**src/rtl/duty_ramp_pkg.sv**
```systemverilog
`default_nettype none
// ============================================================================
// Module     : duty_ramp_pkg
// Description: Shared constants for the duty ramp sequencer. Holds the channel
//              count ceiling, the default duty width, the power-on duties of
//              the three PWM channels (these match the duty register bank) and
//              the sequencer FSM encoding.
// Revision   : 1.0 - initial release
// ============================================================================
package duty_ramp_pkg;

    localparam int NCH_MAX   = 3;
    localparam int DUTY_W    = 8;

    localparam int DUTY0_RST = 64;
    localparam int DUTY1_RST = 128;
    localparam int DUTY2_RST = 192;

    localparam logic [0:0] ST_IDLE = 1'b0;
    localparam logic [0:0] ST_SCAN = 1'b1;

    // Power-on duty of channel ch; returned as int so callers with a
    // different duty width can size it themselves.
    function automatic int duty_rst(input int ch);
        case (ch)
            0:       duty_rst = DUTY0_RST;
            1:       duty_rst = DUTY1_RST;
            default: duty_rst = DUTY2_RST;
        endcase
    endfunction

endpackage
`default_nettype wire

```
**src/rtl/ramp_tick_gen.sv**
```systemverilog
`default_nettype none
// ============================================================================
// Module     : ramp_tick_gen
// Description: Ramp tick generator. Counts 0..STEP_DIV-1 while enabled and
//              raises o_tick during the last count. Disabling forces the
//              counter to 0, so a re-enable always waits a full period.
// Ports      : clk    - system clock
//              rst    - synchronous active-high reset
//              i_en   - 1 = count, 0 = hold counter at 0
//              o_tick - high in the cycle the counter is at STEP_DIV-1
// Revision   : 1.0 - initial release
// ============================================================================
module ramp_tick_gen #(
    parameter int STEP_DIV = 16
) (
    input  logic clk,
    input  logic rst,
    input  logic i_en,
    output logic o_tick
);

    localparam int               CNT_W     = (STEP_DIV > 1) ? $clog2(STEP_DIV) : 1;
    localparam logic [CNT_W-1:0] C_CNT_MAX = CNT_W'(STEP_DIV - 1);

    logic [CNT_W-1:0] r_cnt;

    always_ff @(posedge clk) begin
        if (rst) begin
            r_cnt <= '0;
        end else if (!i_en) begin
            r_cnt <= '0;
        end else if (r_cnt == C_CNT_MAX) begin
            r_cnt <= '0;
        end else begin
            r_cnt <= r_cnt + 1'b1;
        end
    end

    assign o_tick = i_en && (r_cnt == C_CNT_MAX);

endmodule
`default_nettype wire

```
**src/rtl/duty_ramp_sequencer.sv**
```systemverilog
`default_nettype none
// ============================================================================
// Module     : duty_ramp_sequencer
// Description: Holds a target duty per PWM channel and, on every ramp tick,
//              walks the channels one per clock, issuing a single-cycle write
//              that moves each channel's duty STEP closer to its target
//              (landing exactly on the target for the final step).
// Ports      : clk     - system clock (shared with the duty register bank)
//              rst     - synchronous active-high reset
//              en      - ramp enable; 0 holds the tick counter at 0
//              tgt_wr  - 1-cycle pulse: load tgt_val into target tgt_ch
//              tgt_ch  - target channel (values >= NCH are ignored)
//              tgt_val - new target duty
//              we      - 1-cycle write strobe to the duty register bank
//              ch_sel  - channel being written (held between writes)
//              duty_in - duty being written (held between writes)
//              busy    - 1 while any channel's duty differs from its target
//              done    - per-channel pulse with the write that hits target
// Macro      : DUTY_RAMP_DONE_EN - when defined, drives done; when undefined,
//              done is tied to 0.
// Revision   : 1.0 - initial release
// ============================================================================
module duty_ramp_sequencer #(
    parameter int NCH      = 3,
    parameter int DUTY_W   = duty_ramp_pkg::DUTY_W,
    parameter int STEP     = 4,
    parameter int STEP_DIV = 16
) (
    input  logic                               clk,
    input  logic                               rst,
    input  logic                               en,
    input  logic                               tgt_wr,
    input  logic [1:0]                         tgt_ch,
    input  logic [DUTY_W-1:0]                  tgt_val,
    output logic                               we,
    output logic [1:0]                         ch_sel,
    output logic [DUTY_W-1:0]                  duty_in,
    output logic                               busy,
    output logic [duty_ramp_pkg::NCH_MAX-1:0]  done
);

    import duty_ramp_pkg::*;

    localparam logic [1:0]        C_LAST_CH = 2'(NCH - 1);
    localparam logic [DUTY_W-1:0] C_STEP    = DUTY_W'(STEP);

    logic [0:0]        r_state;
    logic [1:0]        r_idx;
    logic [DUTY_W-1:0] r_cur [NCH];
    logic [DUTY_W-1:0] r_tgt [NCH];
    logic              r_we;
    logic [1:0]        r_ch_sel;
    logic [DUTY_W-1:0] r_duty;
    logic              r_busy;

    logic              w_tick;
    logic [DUTY_W-1:0] w_cur_sel;
    logic [DUTY_W-1:0] w_tgt_sel;
    logic [DUTY_W:0]   w_diff;
    logic [DUTY_W:0]   w_abs;
    logic              w_up;
    logic              w_differs;
    logic [DUTY_W-1:0] w_next;
    logic              w_busy_next;

    ramp_tick_gen #(
        .STEP_DIV (STEP_DIV)
    ) u_tick (
        .clk    (clk),
        .rst    (rst),
        .i_en   (en),
        .o_tick (w_tick)
    );

    // Step of the channel under scan. The difference is one bit wider than
    // the duty so its sign is exact; a remaining gap of at most STEP snaps
    // straight to the target, which is what keeps cur+STEP / cur-STEP from
    // ever wrapping past 0 or full scale.
    always_comb begin
        w_cur_sel = r_cur[r_idx];
        w_tgt_sel = r_tgt[r_idx];
        w_diff    = {1'b0, w_tgt_sel} - {1'b0, w_cur_sel};
        w_up      = ~w_diff[DUTY_W];
        w_abs     = w_up ? w_diff : (~w_diff + 1'b1);
        w_differs = (w_cur_sel != w_tgt_sel);
        if (w_abs <= {1'b0, C_STEP}) begin
            w_next = w_tgt_sel;
        end else if (w_up) begin
            w_next = w_cur_sel + C_STEP;
        end else begin
            w_next = w_cur_sel - C_STEP;
        end
    end

    always_comb begin
        w_busy_next = 1'b0;
        for (int i = 0; i < NCH; i++) begin
            if (r_cur[i] != r_tgt[i]) begin
                w_busy_next = 1'b1;
            end
        end
    end

    always_ff @(posedge clk) begin
        if (rst) begin
            r_state  <= ST_IDLE;
            r_idx    <= '0;
            r_we     <= 1'b0;
            r_ch_sel <= '0;
            r_duty   <= '0;
            r_busy   <= 1'b0;
            for (int i = 0; i < NCH; i++) begin
                r_cur[i] <= DUTY_W'(duty_rst(i));
                r_tgt[i] <= DUTY_W'(duty_rst(i));
            end
        end else begin
            r_we   <= 1'b0;
            r_busy <= w_busy_next;

            // A target loaded while its channel is under scan lands at the
            // same edge as the step, so that step still uses the old target.
            if (tgt_wr && (tgt_ch <= C_LAST_CH)) begin
                r_tgt[tgt_ch] <= tgt_val;
            end

            case (r_state)
                ST_IDLE: begin
                    if (w_tick) begin
                        r_state <= ST_SCAN;
                        r_idx   <= '0;
                    end
                end
                ST_SCAN: begin
                    if (w_differs) begin
                        r_cur[r_idx] <= w_next;
                        r_we         <= 1'b1;
                        r_ch_sel     <= r_idx;
                        r_duty       <= w_next;
                    end
                    if (r_idx == C_LAST_CH) begin
                        r_state <= ST_IDLE;
                    end else begin
                        r_idx <= r_idx + 2'd1;
                    end
                end
                default: r_state <= ST_IDLE;
            endcase
        end
    end

    assign we      = r_we;
    assign ch_sel  = r_ch_sel;
    assign duty_in = r_duty;
    assign busy    = r_busy;

`ifdef DUTY_RAMP_DONE_EN
    logic [NCH_MAX-1:0] r_done;

    // Raised together with the write strobe, and only by a scan step; a
    // target load that happens to equal the current duty never pulses.
    always_ff @(posedge clk) begin
        if (rst) begin
            r_done <= '0;
        end else begin
            r_done <= '0;
            if ((r_state == ST_SCAN) && w_differs && (w_next == w_tgt_sel)) begin
                r_done <= NCH_MAX'(1) << r_idx;
            end
        end
    end

    assign done = r_done;
`else
    assign done = '0;
`endif

endmodule
`default_nettype wire

```
**config.mk**
```make
export PLATFORM = sky130hd
export DESIGN_NAME = duty_ramp_sequencer
export DESIGN_NICKNAME = d
export VERILOG_FILES = /design/src/rtl/duty_ramp_pkg.sv /design/src/rtl/ramp_tick_gen.sv /design/src/rtl/duty_ramp_sequencer.sv
export SDC_FILE = /design/constraint.sdc
export NUM_CORES = 1
export LEC_CHECK = 0
export CAP_MARGIN = 15
export CELL_PAD_IN_SITES_DETAIL_PLACEMENT = 0
export CELL_PAD_IN_SITES_GLOBAL_PLACEMENT = 1
export CORE_ASPECT_RATIO = 0.5
export CORE_MARGIN = 1.5
export CORE_UTILIZATION = 30
export DETAILED_ROUTE_END_ITERATION = 10
export GPL_TIMING_DRIVEN = 0
export PLACE_DENSITY_LB_ADDON = 0.12
export SLEW_MARGIN = 30
export SYNTH_ARGS = -nofsm -noshare
export SYNTH_HDL_FRONTEND = slang
export SYNTH_HIERARCHICAL = 1
export SYNTH_SLANG_ARGS = --single-unit
```
**constraint.sdc**
```tcl
create_clock -name clk -period 6.1 [get_ports clk]
set_clock_uncertainty 0.2 [all_clocks]
set_input_delay 0.61 -clock clk [delete_from_list [all_inputs] [get_ports clk]]
set_output_delay 0.61 -clock clk [all_outputs]
set_load 0.01 [all_outputs]
```
Word-level counts from Yosys, hierarchy flattened --
Memory sizes are Yosys's and may differ from the RTL's. A register that Yosys moved wholly into a read port is not among the register bits. Cells that the tools add are included.
Word-level totals: output and inout bits 15, register bits after elaboration 19, memories kept 2, RAM bits 48, input port bits 14
Operators by class: eq/ne operators 8, bitwise gates (word level) 3, $lt $le $gt $ge 2, add/sub/neg operators 6, multiplexer cells 34, reduce and logical (&&, ||, !) cells 7
Memories:
- r_cur | depth 3, bits a word 8, read ports 4, clocked after memory_dff 1, write ports 3, line duty_ramp_sequencer.sv:49 | logic [DUTY_W-1:0] r_cur [NCH];
- r_tgt | depth 3, bits a word 8, read ports 4, clocked after memory_dff 1, write ports 3, line duty_ramp_sequencer.sv:50 | logic [DUTY_W-1:0] r_tgt [NCH];
Operators by type and width (count):
- two-way mux 8 bit | 7
- inequality test 8 bit | 4
- two-way mux 1 bit | 16
- two-way mux 2 bit | 8
- OR reduction 8 bit | 2
- adder 9 x 1 -> 9 bit (second input constant) | 1
- <= comparator 9 x 3 -> 1 bit (second input constant) | 1
- two-way mux 9 bit | 1
- inverter 9 bit | 1
- subtractor 8 x 8 -> 9 bit | 1
- adder 8 x 3 -> 8 bit (second input constant) | 1
- subtractor 8 x 3 -> 8 bit (second input constant) | 1
- adder 4 x 1 -> 4 bit (second input constant) | 1
- == test 4 bit (second input constant) | 1
- case mux 2 bit (2 select lines) | 1
- AND reduction 2 bit | 2
- OR reduction 3 bit | 1
- adder 2 x 1 -> 2 bit (second input constant) | 1
- == test 2 bit (second input constant) | 1
- <= comparator 2 bit (second input constant) | 1
- logical AND 1 bit | 2
- inequality test 2 x 1 -> 1 bit (second input constant) | 1
- inequality test 2 bit (second input constant) | 1
- inverter 1 bit | 2
- case mux 1 bit (2 select lines) | 1

Longest topological paths before layout --
word-level depth 7, depth in mapped cells 19, mapped depth without buffers 17

Cells and area by module --
The synthesis kept the hierarchy.
Modules (own cells, without submodules):
- duty_ramp_sequencer | instances 1, sequential area each 2262.2 µm², area an instance 4601.9 µm², cells each 390
- ramp_tick_gen | instances 1, sequential area each 80.1 µm², area an instance 157.7 µm², cells each 17

Worst setup path after synthesis --
Ideal clock, no wire load.
path type register to register, start point reg (tool-made name), end point mem r_cur[1][7] (data pin), required time 5.632 ns, period minus slack after synthesis 5.060 ns, path buffers 2, cell stages (with the launch flop) 20, setup time 0.268 ns, arrival 4.592 ns, path slack 1.040 ns, cell sequence dfxtp_1 > clkbuf_1 > buf_1 > mux4_2 > inv_1 > ha_1 > inv_1 > fa_1 > a21o_1 > a221oi_4 > nor2_2 > inv_1 > ha_1 > a21oi_1 > o21ai_0 > a21o_1 > a21oi_1 > xnor3_1 > a21oi_1 > o21bai_1
RTL lines (line):
- to (decl) | duty_ramp_sequencer.sv:49

==> results.env <==
STATUS='complete, no violations'
CLOCK_TREE.HTREE_LEVEL_COUNT=3
GRT_START_MAX_NET_PINS=17
FP-ROW-COUNT=32
POST_ROUTE_CELLS_DRIVE_ABOVE_1_SHARE_PCT=12.47
PERIOD_NEEDED_NS=5.626
SUM_OF_BUFFERS_AND_INVERTERS_ON_THE_CRITICAL_PATH=4
SLEW_HEADROOM_PCT=49.14
POST-ROUTE-PERIOD-UTIL_PCT=92.23
YOSYSUNIQUECELLTYPES=58
ASYNC_RESET_FF_SHARE_PCT=0
BOUNDARYPINS=29
REMAINING_DESIGN_RULE_VIOLATION_COUNT=0
TIMING.CRITICAL_PATH.ARRIVAL_NS=5.50
MASTER_OF_THE_SLOWEST_INSTANCE_ON_THE_CRITICAL_PATH='mux4_2'
POWER_PER_CELL_AREA_nW_PER_UM2=257.1
PATH_CELLS='clkdlybuf4s18_2 > mux4_2 > inv_1 > ha_1 > inv_1 > fa_1 > a21o_1 > a221oi_4 > nor2_2 > inv_1 > ha_1 > a21oi_1 > o21ai_0 > a21o_1 > a21oi_1 > xnor3_1 > a21oi_1 > o21bai_1'
STATIC_POWER_DUE_TO_LEAKAGE_nW=1.938
YOSYSMOSTFREQUENTCELL='edfxtp_1'
CRITICAL-PATH-MAX-STAGE-DELAY_NS=0.62
DIEHEIGHT_UM=92.07
CORE-AREA_UM2=15450
LAYOUT.FILLER_CELLS=1537
SYNTH_AREA_UM2=4760
MAX_CAP_CHECK_VIOLATION_COUNT=0
WIRELENGTH_UM=12940
DETAILEDPLACEMENTHPWL_UM=9830
GRT_PASS1_VIAS=3336
FINALHOLDVIOLCOUNT=0
DIE_WIDTH_UM=181.1
CP_MAX_FO=10
PRECTSSETUPSLACK_NS=-0.07319
WORST_PATH_DOMINANT_CELL_FAMILY='compound AO/OA/AOI/OAI gates'
CTS_MAX_PATH_BUFFERS=2
YOSYSWARNINGS=6
TIGHTEST_SLEW_NS=0.7601
SETUP_VIOLATIONS=0
PATH_CLASS='register to register'
FIRSTDRTPASSITERS=4
DETAIL_ROUTE.WL_PER_CELL_UM=19.58
CTS-BUFFERS-INSERTED=9
DESIGN.DIE.AREA_UM2=16680
SYNTH_LARGEST_AREA_CELL='edfxtp_1'
REQUIRED_NS=5.98
CTS_TREE='yes'
FMAX_GHz=0.1777
SETUP_WS_NS=0.4741
PORTBUFFERS=25
FLOW.AREA_GROWTH_FROM_SYNTHESIS_PCT=17.77
GRT_REMAINING_OVERFLOW=0
VIAS_PER_CELL=5.002
GRT_FIRST_PASS_WIRELENGTH_UM=19910
MAXSLEWVIOLCOUNT=0
YOSYS-TOP-CELLS-AREA='edfxtp_1, dfxtp_1, mux4_2'
CTSROOTBUFFERMASTER='clkbuf_16'
DRT_ITER0_MARKERS=226
SYNTH-MAIN-FF-CELL='edfxtp_1'
PEAKVDDDROP_V=0.0001424
FLOORPLAN.INITIALDENSITY_PCT=30.80
SYNTH_SEQ_CELLS=85
WHS_NS=0.2506
GRT_SETUP_UNREPAIRED='no'
NUM-NETS-FINAL=486
GRT_ANTENNA_BEFORE_REPAIR=0
SYN-INSTANCE-COUNT=407
GP_ROUTABILITY_CONGESTION=0.7913
YOSYSTOPAREACELLSHARE_PCT=40.38
ANT_NETS=0
TRITONCTS_NUM_SINKS=85
SEQ_AREA_FRAC_SYNTH_PCT=49.21
NUM_ANTENNA_CELLS=0
CTS-HOLD-FIX-BUFFERS=0
SYNTH_ENABLE_FLOP_CELLS=64
CLOCK_LATENCY_NS=0.34
GLOBAL_ROUTE.USAGE.TOTAL_PCT=16.44
NUM_VIAS=3306
CTS.CLK_SLEW.WORST_PATHS_NS=0.07
STARTPOINT_TYPE='register'
SYN-MEAN-INSTANCE-AREA_UM2=11.69
WORST_HOLD_PATH_TYPE='register to register'
SYNTH_TOP_CELLS_BY_COUNT='edfxtp_1, a21oi_1, and2_1, nand2_1, xnor2_1'
POST_CTS.REPAIR.SETUP_BUFFERS=0
CRITICAL_PATH.ENDPOINT_TYPE='register'
[layer usage]
metal,global-route usage (%),up-vias,part of all wire (%)
met2,23.72,62,42
met1,24.05,1636,52
li1,-,1597,-
met4,3.819,0,1.1
met3,4.686,11,5.5
met5,0,-,0
[logic make-up after synthesis]
family,share of synthesized area (%)
other,0.07879
muxes,8.386
DFF,49.21
and+or+nand+nor,14.88
buffers and inverters,3.444
xor gates and xnor gates,7.440
adders and majority gates,5.573
AOI/OAI and AO/OA,10.99
[where the power goes]
part	switching, mW	internal (mW)
logic	0.155	0.0968
clock network	0.242	0.280
registers	0.0181	0.649
total	0.415	1.03
[path summary, 6_finish.rpt]
kind / from / end / slack [ns] / cells after the start
worst min register to register: u_tick/r_cnt[0]$_SDFF_PP0_ / u_tick/r_cnt[0]$_SDFF_PP0_ / 0.25 / 1
worst max register to register: register / r_cur[2][7]$_SDFFCE_PN1P_ / 0.47 / 18
worst max-delay path: register / r_cur[2][7]$_SDFFCE_PN1P_ / 0.47 / 18
worst min-delay path: u_tick/r_cnt[0]$_SDFF_PP0_ / u_tick/r_cnt[0]$_SDFF_PP0_ / 0.25 / 1
[flip-flops by register name, indices dropped and copies added, names as in the netlist, named ones only]
signal,cells
u_tick/r_cnt,4
busy,1
we,1
r_state,1
r_tgt,32
r_cur,32
ch_sel,2
duty_in,8
r_idx,2
[layout by cell type, fill, tap and decap left out, types with 5 or more instances in the layout]
cell type	count
nor2_1	20
buf_4	5
ha_1	18
and2_1	25
nor3_1	10
or2_2	5
conb_1	11
clkbuf_1	6
xor2_1	14
a31oi_1	5
nand2b_1	9
clkbuf_16	9
dfxtp_1	21
nand3_1	11
o21ai_0	11
inv_1	18
clkdlybuf4s50_1	25
nand4_1	8
a21oi_1	26
xnor2_1	22
a311oi_1	6
nand2_1	22
mux4_2	15
mux2i_1	5
edfxtp_1	64
[final cells by class]
cell class	instances	area, µm²	share of cell area [%]
Sequential cell	85	2342	41.79
Multi-Input combinational cell	298	2312	41.25
Buffer	15	98.84	1.763
Timing Repair Buffer	25	250.2	4.464
Clock inverter	6	50.05	0.8929
Inverter	18	67.56	1.205
Clock buffer	10	229.0	4.085
Tap cell	204	255.2	4.554
[what timing repair did]
item | 4_1_cts | 5_1_grt
endpoints found under the hold margin | 0 | 0
resized for setup | 2 | 3
pin swaps | 0 | 0
setup endpoints to repair | 7 | 25
[per-stage QoR]
| step | std cells | total power, mW | cell area [µm²] | util (%) | TNS, ns |
|---|---|---|---|---|---|
| 2_1_floorplan | 417 | 0.8455 | 4797 | - | 0 |
| 3_3_place_gp | 646 | 0.9293 | 5303 | 34.31 | -0.8781 |
| 3_5_place_dp | 646 | 0.9311 | 5319 | 34.42 | -0.3451 |
| 4_1_cts | 662 | 1.452 | 5605 | 36.27 | 0 |
| 5_1_grt | 661 | 1.503 | 5605 | 36.27 | 0 |
| 6_report | 661 | 1.441 | 5605 | 36.27 | 0 |
Power figures use the tool's default switching activity.
==> patch: new RTL, same settings <==
The package constant `NCH_MAX` goes from 3 to 6.
--- a/src/rtl/duty_ramp_pkg.sv
+++ b/src/rtl/duty_ramp_pkg.sv
@@ -11,3 +11,3 @@
 
-    localparam int NCH_MAX   = 3;
+    localparam int NCH_MAX   = 6;
     localparam int DUTY_W    = 8;
Ports: changed (resized done); port bits go from 29 to 32. No check against the original RTL was run, so the function may have changed too.
==> patch against the original RTL <==
Routed wire length shrank 0.10%. Sequential cell count is the same. Total power grew 2.8%. Worst setup slack lost 0.064 ns. Die area grew 0.46%. Cell area grew 0.96%. Synthesized area grew 0.47%. Via count grew 0.15%. Maximum frequency shrank 1.1%. Critical path type unchanged. Largest cell class unchanged. Largest power group unchanged.
==> patch: results (changes against the original RTL) <==
Power and ir drop
  – Comb group: 0.253 mW (was 0.252 mW)
  – Peak VDD IR: 129 uV (was 142 uV)
  – P_leak: 1.99 nW (was 1.94 nW)
  – Cell Int Power: 1.08 mW (was 1.03 mW)

Detailed routing
  – Met2 WL post-DR: 5.30 mm (was 5.42 mm)
  – Met3 WL post-DR: 711 um (was 708 um)
  – DRT met1 WL: 6.81 mm (was 6.68 mm)
  – DRT iter0 DRCs: 224 (was 226)
  – Via count: 3311 (was 3306)

Yosys
  – Sequential-to-total area share from yosys stat: 0.490 (was 0.492)
  – Dominant cells by area after synthesis: edfxtp_1, dfxtp_1, mux4_2, ha_1, xnor2_1 (unchanged)
  – Post-Synth XOR/XNOR Area: 0.0740 (was 0.0744)
  – Mux contribution to synthesized area: 0.0835 (was 0.0839)
  – Complex-gate fraction of the synthesized area: 0.109 (was 0.110)
  – Adder-cell share of the synthesized area: 0.0555 (was 0.0557)

Global routing
  – Global-route wire length before repair: 20.3 mm (was 19.9 mm)
  – Global-route met1 utilization: 0.250 (was 0.241)
  – Met2 Track Usage GR: 0.239 (was 0.237)
  – Total GRT Usage: 0.164 (about the same)
  – Largest net degree at the start of global routing: 15 (was 17)
  – Vias in the first global route: 3410 (was 3336)
  – GR Util met3: 0.0322 (was 0.0469)

Run status
  – Status: complete, no violations (unchanged)

Worst setup path
  – Worst EP arrival: 5.57 ns (was 5.50 ns)
  – Number of cells on the worst reg-to-reg path: 19 (was 18)

Timing
  – Max-Slew Margin vs Limit: 0.517 (was 0.491)
  – Hold slack: 0.247 ns (was 0.251 ns)

Placed design
  – Final Wtd Congestion: 0.812 (was 0.791)
  – DP Area: 5340 um^2 (was 5320 um^2)
  – DP HPWL: 9.78 mm (was 9.83 mm)

Cells and area
  – # nets final: 493 (was 486)
  – Layout cell share with drive strength beyond 1: 0.131 (was 0.125)
==> patch: cell types whose count changed in the layout (fill, tap and decap cells not counted) <==
cell	before	now
bufinv_16	0	1
clkinv_4	3	0
conb_1	11	14
o21ai_0	11	12
clkbuf_8	0	1
clkinvlp_4	2	1
o21ai_1	3	2
buf_4	5	8
clkdlybuf4s18_2	1	0
buf_2	2	3
clkinv_2	0	3
==> patch: timing repair <==
| action | 4_1_cts | 5_1_grt |
|---|---|---|
| gates resized for setup | 3 | 2 |
| endpoints found under the setup margin | 10 | 12 |
| hold buffers | 0 | 0 |
| pin swaps | 0 | 0 |
==> patch: stage by stage <==
stage / total power, mW / worst slack, ns / cells / TNS (ns) / utilization
floorplan: 0.848 / 1.04 / 423 / 0 / -
global placement: 0.931 / -0.110 / 652 / -0.607 / 0.344
detailed placement: 0.930 / -0.0992 / 652 / -0.345 / 0.344
CTS: 1.49 / 0.196 / 668 / 0 / 0.364
global route: 1.54 / 0.00492 / 668 / 0 / 0.365
finish: 1.48 / 0.410 / 668 / 0 / 0.365
==> patch: logic make-up (layout without fill, tap and decap cells) <==
family / Yosys count / after routing
buffers and inverters: 37 / 78
multiplexers: 21 / 21
AO/OA/AOI/OAI: 76 / 76
AND/OR/NAND/NOR: 132 / 132
other: 1 / 14
XOR/XNOR: 38 / 38
adder cells (fa/ha/maj): 20 / 20
flip-flops: 85 / 85
==> patch: cell type report <==
class | count | area, um^2
repair buffers | 25 | 250
clock inverters | 6 | 61.3
flip-flops and latches | 85 | 2340
inverters | 18 | 67.6
clock buffers | 10 | 239
fillers | 1541 | 9840
plain buffers | 19 | 120
well taps | 204 | 255
multi-input cells | 301 | 2320
